$ cat config.mk
export PLATFORM = sky130hd
export DESIGN_NAME = bus_phase_seq
export DESIGN_NICKNAME = d
export VERILOG_FILES = /design/src/rtl/timedisk_pkg.sv /design/src/rtl/phi_edge_sync.sv /design/src/rtl/bus_phase_seq.sv
export SDC_FILE = /design/constraint.sdc
export NUM_CORES = 1
export LEC_CHECK = 0
export CAP_MARGIN = 15
export CORE_ASPECT_RATIO = 1.4
export CORE_MARGIN = 8
export CORE_UTILIZATION = 35
export CTS_BUF_LIST = sky130_fd_sc_hd__clkbuf_16
export CTS_CLUSTER_DIAMETER = 60
export DETAILED_ROUTE_END_ITERATION = 10
export SYNTH_ARGS = -nofsm -noshare
export SYNTH_HDL_FRONTEND = slang
export SYNTH_HIERARCHICAL = 1
export SYNTH_SLANG_ARGS = --single-unit
$ cat constraint.sdc
create_clock -name C7M -period 1.7 [get_ports C7M]
set_clock_uncertainty 0.1 [all_clocks]
set_input_delay 0.17 -clock C7M [delete_from_list [all_inputs] [get_ports C7M]]
set_output_delay 0.17 -clock C7M [all_outputs]
set_load 0.1 [all_outputs]
$ cat src/rtl/timedisk_pkg.sv
// Shared definitions for the TimeDisk bus timing logic.
// Bus-phase state encodings, the phase type and a saturating counter step.
package timedisk_pkg;

    typedef logic [2:0] phase_t;

    localparam phase_t S_IDLE     = 3'd0;
    localparam phase_t S_SYNC     = 3'd1;
    localparam phase_t S_DRVFIRST = 3'd4;
    localparam phase_t S_LAST     = 3'd7;

    function automatic logic [4:0] sat_inc5(input logic [4:0] v);
        return (v == 5'd31) ? v : v + 5'd1;
    endfunction

endpackage

$ cat src/rtl/phi_edge_sync.sv
// PHI1 phase sampler: two flops on the falling C7M edge plus sync-event decode.
// Ports: clk (C7M), rst (async, high), phi1 (bus PHI1), se (sync event, PHI1 rise).
module phi_edge_sync (
    input  logic clk,
    input  logic rst,
    input  logic phi1,
    output logic se
);

    logic [1:0] ph;

    always_ff @(negedge clk or posedge rst) begin
        if (rst) ph <= 2'b00;
        else     ph <= {ph[0], ~phi1};
    end

    // PHI1 was low two samples ago, high at the last sample and still high now
    assign se = ph[1] & ~ph[0] & phi1;

endmodule

$ cat src/rtl/bus_phase_seq.sv
// Apple II bus phase recovery: S counter, drive window, bus reset sync,
// cycle-length measurement and PHI1 loss watchdog.
// Ports: C7M, RES (async high), PHI1, nRES in; S, SyncPls, nRESr, ClrPls,
// CSDBEN, CycLen, LongCyc, ClkLost out (all registered).
module bus_phase_seq
    import timedisk_pkg::*;
#(
    parameter int LOSS_TIMEOUT = 32,
    parameter int CYC_NORM     = 14,
    parameter int CYC_LONG     = 16
) (
    input  logic       C7M,
    input  logic       RES,
    input  logic       PHI1,
    input  logic       nRES,
    output logic [2:0] S,
    output logic       SyncPls,
    output logic       nRESr,
    output logic       ClrPls,
    output logic       CSDBEN,
    output logic [4:0] CycLen,
    output logic       LongCyc,
    output logic       ClkLost
);

    if (CYC_LONG <= CYC_NORM || LOSS_TIMEOUT < 16 || LOSS_TIMEOUT > 63)
    begin : g_bad_param
        $error("bus_phase_seq: parameter out of range");
    end

    localparam logic [5:0] W_LAST   = 6'(LOSS_TIMEOUT - 1);
    localparam logic [5:0] LONG_LEN = 6'(CYC_LONG);

    logic       se;
    logic       r0;
    logic [4:0] len;
    logic [5:0] wd;

    phase_t     s_nxt;
    logic       nresr_nxt, clr_nxt, cs_nxt, long_nxt, lost_nxt;
    logic [4:0] cyc_nxt, len_nxt;
    logic [5:0] wd_nxt;
    logic [5:0] len_inc;

    phi_edge_sync u_sync (
        .clk  (C7M),
        .rst  (RES),
        .phi1 (PHI1),
        .se   (se)
    );

    assign len_inc = {1'b0, len} + 6'd1;

    always_comb begin
        s_nxt     = S;
        nresr_nxt = nRESr & r0;
        clr_nxt   = 1'b0;
        cs_nxt    = (S >= S_DRVFIRST) & ~ClkLost;
        cyc_nxt   = CycLen;
        long_nxt  = LongCyc;
        len_nxt   = sat_inc5(len);
        wd_nxt    = wd;
        lost_nxt  = ClkLost;

        if (se)                 s_nxt = S_SYNC;
        else if (ClkLost)       s_nxt = S_IDLE;
        else if (S == S_IDLE)   s_nxt = S_IDLE;
        else if (S == S_LAST)   s_nxt = S_LAST;
        else                    s_nxt = S + 3'd1;

        // Bus reset may only be released at the start of a cycle
        if (S == S_SYNC) begin
            nresr_nxt = r0;
            clr_nxt   = ~nRESr;
        end

        if (se) begin
            cyc_nxt  = len_inc[5] ? 5'd31 : len_inc[4:0];
            long_nxt = (len_inc == LONG_LEN);
            len_nxt  = 5'd0;
        end

        // A sync event beats a simultaneous watchdog expiry
        if (se) begin
            wd_nxt   = 6'd0;
            lost_nxt = 1'b0;
        end else if (wd == W_LAST) begin
            lost_nxt = 1'b1;
        end else begin
            wd_nxt = wd + 6'd1;
        end
    end

    always_ff @(posedge C7M or posedge RES) begin
        if (RES) begin
            S       <= S_IDLE;
            SyncPls <= 1'b0;
            r0      <= 1'b0;
            nRESr   <= 1'b0;
            ClrPls  <= 1'b0;
            CSDBEN  <= 1'b0;
            CycLen  <= 5'd0;
            LongCyc <= 1'b0;
            len     <= 5'd0;
            wd      <= 6'd0;
            ClkLost <= 1'b0;
        end else begin
            S       <= s_nxt;
            SyncPls <= se;
            r0      <= nRES;
            nRESr   <= nresr_nxt;
            ClrPls  <= clr_nxt;
            CSDBEN  <= cs_nxt;
            CycLen  <= cyc_nxt;
            LongCyc <= long_nxt;
            len     <= len_nxt;
            wd      <= wd_nxt;
            ClkLost <= lost_nxt;
        end
    end

endmodule
==> results.sh <==
export IMPL_run_status="finished, violations left"
export IMPL_failing_checks="negative setup slack"
export IMPL_setup_ws_ns=-0.502
export IMPL_ys_ff_latch=28
export IMPL_clk_pin_slew_worst_paths_ns=0.07
export IMPL_clock_tree_buffer_depth=2
export IMPL_timing_final_setup_violations=22
export IMPL_grt_antenna_before_repair=0
export IMPL_class_of_the_tightest_hold_or_removal_check="input pin to async pin"
export IMPL_synth_warning_count=6
export IMPL_residual_antenna_violating_net_count_after_detailed_routing=0
export IMPL_ios=18
export IMPL_detailed_routed_wire_length_on_met3_um=129
export IMPL_critical_path_peak_fanout=5
export IMPL_wl_per_cell_um=13.9
export IMPL_dominantRegCellSynth="dfrtp_1"
export IMPL_syn_std_cell_area_um2=1270
export IMPL_wl_um=2640
export IMPL_grt_start_max_net_pins=27
export IMPL_place_congestion=0.812
export IMPL_syn_to_final_growth_pct=52.1
export IMPL_criticalPathCategory="register to register"
export IMPL_pre_cts_ws_ns=-0.453
export IMPL_critical_path_slowest_cell="dfrtn_1"
export IMPL_timing_slew_headroom_pct=74.5
export IMPL_grt_setup_unrepaired="yes"
export IMPL_routed_via_count=975
export IMPL_netlist_cell_type_count=33
export IMPL_number_of_buffers_added_by_the_clock_tree_synthesis_step=3
export IMPL_r2r_start="u_sync/ph[0]$_DFF_NP0_"
export IMPL_power_density_nw_per_um2=2060
export IMPL_worst_setup_path_end_kind="register"
export IMPL_fp_dieH_um=87.2
export IMPL_critPathTopFamily="flip-flops"
export IMPL_cts_htree_levels=1
export IMPL_vias_per_cell=5.16
export IMPL_cts_num_sinks=28
export IMPL_core_footprint_um2=3580
export IMPL_postSynthCellCount=114
export IMPL_worst_skew_pair_late_latency_ns=0.29
export IMPL_route_detailed_drc=0
export IMPL_p_leak_nw=0.871
export IMPL_via_count_of_the_first_global_routing_pass=988
export IMPL_cp_data_arrival_time_ns=2.25
export IMPL_routed_wl_met2_um=1330
export IMPL_detailedRoute_firstPassIterationCount=4
export IMPL_slew_violations=0
export IMPL_synth_fp_nets=125
export IMPL_design_final_nets=159
export IMPL_r2r_worst_path_cells=4
export IMPL_ys_async_sr_fraction_pct=100
export IMPL_path_buf_inv=2
export IMPL_place_hpwl_um=1870
export IMPL_critPathRequiredTime_ns=1.75
export IMPL_route_layer_met1_wl_um=1110
export IMPL_timing_critical_path_slowest_cell_delay_ns=0.40
export IMPL_floorplan_die_width_um=66.9
export IMPL_grt_ovfl_total=0
export IMPL_crit_chain="and3b_2, buf_12, buf_8, o22a_1"
export IMPL_core_rowCount=26
export IMPL_maxCapViolations=0
export IMPL_setup_slack_of_the_most_critical_reg_to_reg_path_ns=-0.50
export IMPL_grt_use_total_pct=9.55
export IMPL_totalPowerFinal_mw=3.98
export IMPL_grt_first_pass_wirelength_um=4380
export IMPL_maxUsedRoutingLayer="met4"
export IMPL_cp_start_kind="register"
export IMPL_number_of_synthesized_flops_with_an_enable_pin=0
export IMPL_hold_viol_final=0
export IMPL_dieArea_um2=5840
export IMPL_instance_count_after_placement_with_tap_cells_included=179
export IMPL_irDropWorstVdd_v=0.00126
export IMPL_postSynthAreaPerCell_um2=11.1
export IMPL_synth_yosys_seq_area_share_pct=55.2
export IMPL_tritoncts="yes"
export IMPL_drt_iter0_markers=23
export IMPL_initial_core_util_pct=35.5
export IMPL_place_port_buffers=17
export IMPL_n_antenna_cell=0
export IMPL_max_slew_worst_pin_slew_ns=0.380
export IMPL_cts_root_buf="clkbuf_16"
export IMPL_critical_path_reg2reg_endpoint="CycLen[4]$_DFFE_PP0P_"
export IMPL_drive_above_1_share_pct=35.4
export IMPL_finalNonFillerCells=189
export IMPL_holdBufCountCts=0
==> synth_stat cells, drive strengths merged, types with 2 or more instances <==
library cell / instances / area [µm²]
mux2: 2 / 30.0
o21ai: 3 / 15.0
mux2i: 3 / 30.0
nor2b: 5 / 31.3
ha: 7 / 87.6
a22oi: 2 / 15.0
nand3: 3 / 20.0
dfrtn: 2 / 50.1
nand2b: 3 / 18.8
a21oi: 5 / 25.0
o21a: 2 / 15.0
nand4: 3 / 18.8
o22a: 2 / 17.5
xnor2: 2 / 17.5
a31oi: 3 / 18.8
dfrtp: 26 / 651
o21bai: 3 / 22.5
inv: 8 / 30.0
and3: 3 / 20.0
nor2: 8 / 30.0
nand2: 3 / 11.3
clkbuf: 4 / 15.0
nor3: 4 / 20.0
==> per-stage QoR <==
step	instance area (µm²)	util (%)	TNS [ns]	hold slack (ns)
floorplan	1290	-	-6.59	0.101
global route	1930	53.9	-9.63	0.223
global placement	1700	47.4	-7.24	0.211
finish	1930	53.9	-8.73	0.192
detailed placement	1700	47.4	-8.04	0.219
CTS	1810	50.7	-7.84	0.202
==> area by class of cell <==
cell class | count | area (µm²)
fillers | 313 | 1650
flip-flops and latches | 28 | 702
multi-input cells | 73 | 574
repair buffers | 34 | 465
clock buffers | 3 | 75.1
well taps | 42 | 52.6
clock inverters | 1 | 30.0
inverters | 8 | 30.0
==> cell usage in the layout (no fill, tap or decap), types with 2 or more instances in the layout <==
cell type and instances:
dfrtp_1 25, buf_12 15, buf_4 13, inv_1 8, ha_1 7, nor2b_1 5, nand2b_1 3, a21oi_2 3
nand2_1 3, o21bai_1 3, a31oi_1 3, nor2_1 3, nand4_1 3, mux2i_1 3, nor2_4 3, clkbuf_16 3
clkdlybuf4s50_1 3, and3_1 2, nand3_1 2, o21ai_0 2, nor2_2 2, a21oi_1 2, mux2_4 2, xnor2_1 2
o22a_1 2, a22oi_1 2, nor3_1 2, o21a_1 2, buf_6 2, dfrtn_1 2
==> how the worst max path moves through the flow <==
stage / to / from / cells past startpoint / slack, ns
2_1_floorplan: CycLen[1]$_DFFE_PP0P_ / u_sync/ph[0]$_DFF_NP0_ / 4 / -0.39
3_5_place_dp: wd[3]$_DFFE_PP0P_ / u_sync/ph[0]$_DFF_NP0_ / 4 / -0.45
6_report: CycLen[4]$_DFFE_PP0P_ / u_sync/ph[0]$_DFF_NP0_ / 4 / -0.50
5_1_grt: wd[2]$_DFFE_PP0P_ / u_sync/ph[0]$_DFF_NP0_ / 4 / -0.54
4_1_cts: wd[3]$_DFFE_PP0P_ / u_sync/ph[0]$_DFF_NP0_ / 4 / -0.45
3_3_place_gp: wd[3]$_DFFE_PP0P_ / u_sync/ph[0]$_DFF_NP0_ / 4 / -0.41
==> worst reg2reg max path, delay by kind of cell (launching register included) <==
kind / cells / cell delay (ns)
buffers and inverters: 2 / 0.26
and+or+nand+nor: 1 / 0.26
DFF: 1 / 0.40
AOI/OAI and AO/OA: 1 / 0.20
==> cell families after synthesis <==
kind of cell    Yosys count  share of synthesized area, %
compound gates           24                          12.5
xor+xnor                  3                          2.07
fa+ha+maj                 7                          6.90
buf+inv                  13                          3.94
flops                    28                          55.2
mux                       5                          4.73
simple gates             34                          14.6
==> repair_timing <==
action                                  4_1_cts  5_1_grt
gates resized for setup                       4       17
setup buffers                                 0        5
endpoints found under the setup margin       22       22
pin swaps                                     0        6
gates cloned                                  0        1
hold endpoints to repair                      0        0
==> power breakdown <==
part | total [mW] | internal [mW] | leakage, nW | switching [mW]
Sequential | 1.15 | 0.894 | 0.348 | 0.255
Combinational | 2.15 | 0.859 | 0.472 | 1.29
Clock | 0.684 | 0.468 | 0.0511 | 0.216
Total | 3.98 | 2.22 | 0.871 | 1.76
==> state kept, by name, indices dropped and copies added, names as in the netlist, 2 cells and up <==
register   flops
wd             6
CycLen         5
len            5
S              3
u_sync/ph      2
==> metal layers <==
| metal | vias up | GRT usage [%] |
|---|---|---|
| met3 | 4 | 1.93 |
| met4 | 0 | 6.49 |
| li1 | 465 | - |
| met5 | - | 0 |
| met1 | 485 | 10.5 |
| met2 | 21 | 15.9 |
(Power assumes the default switching activity.)
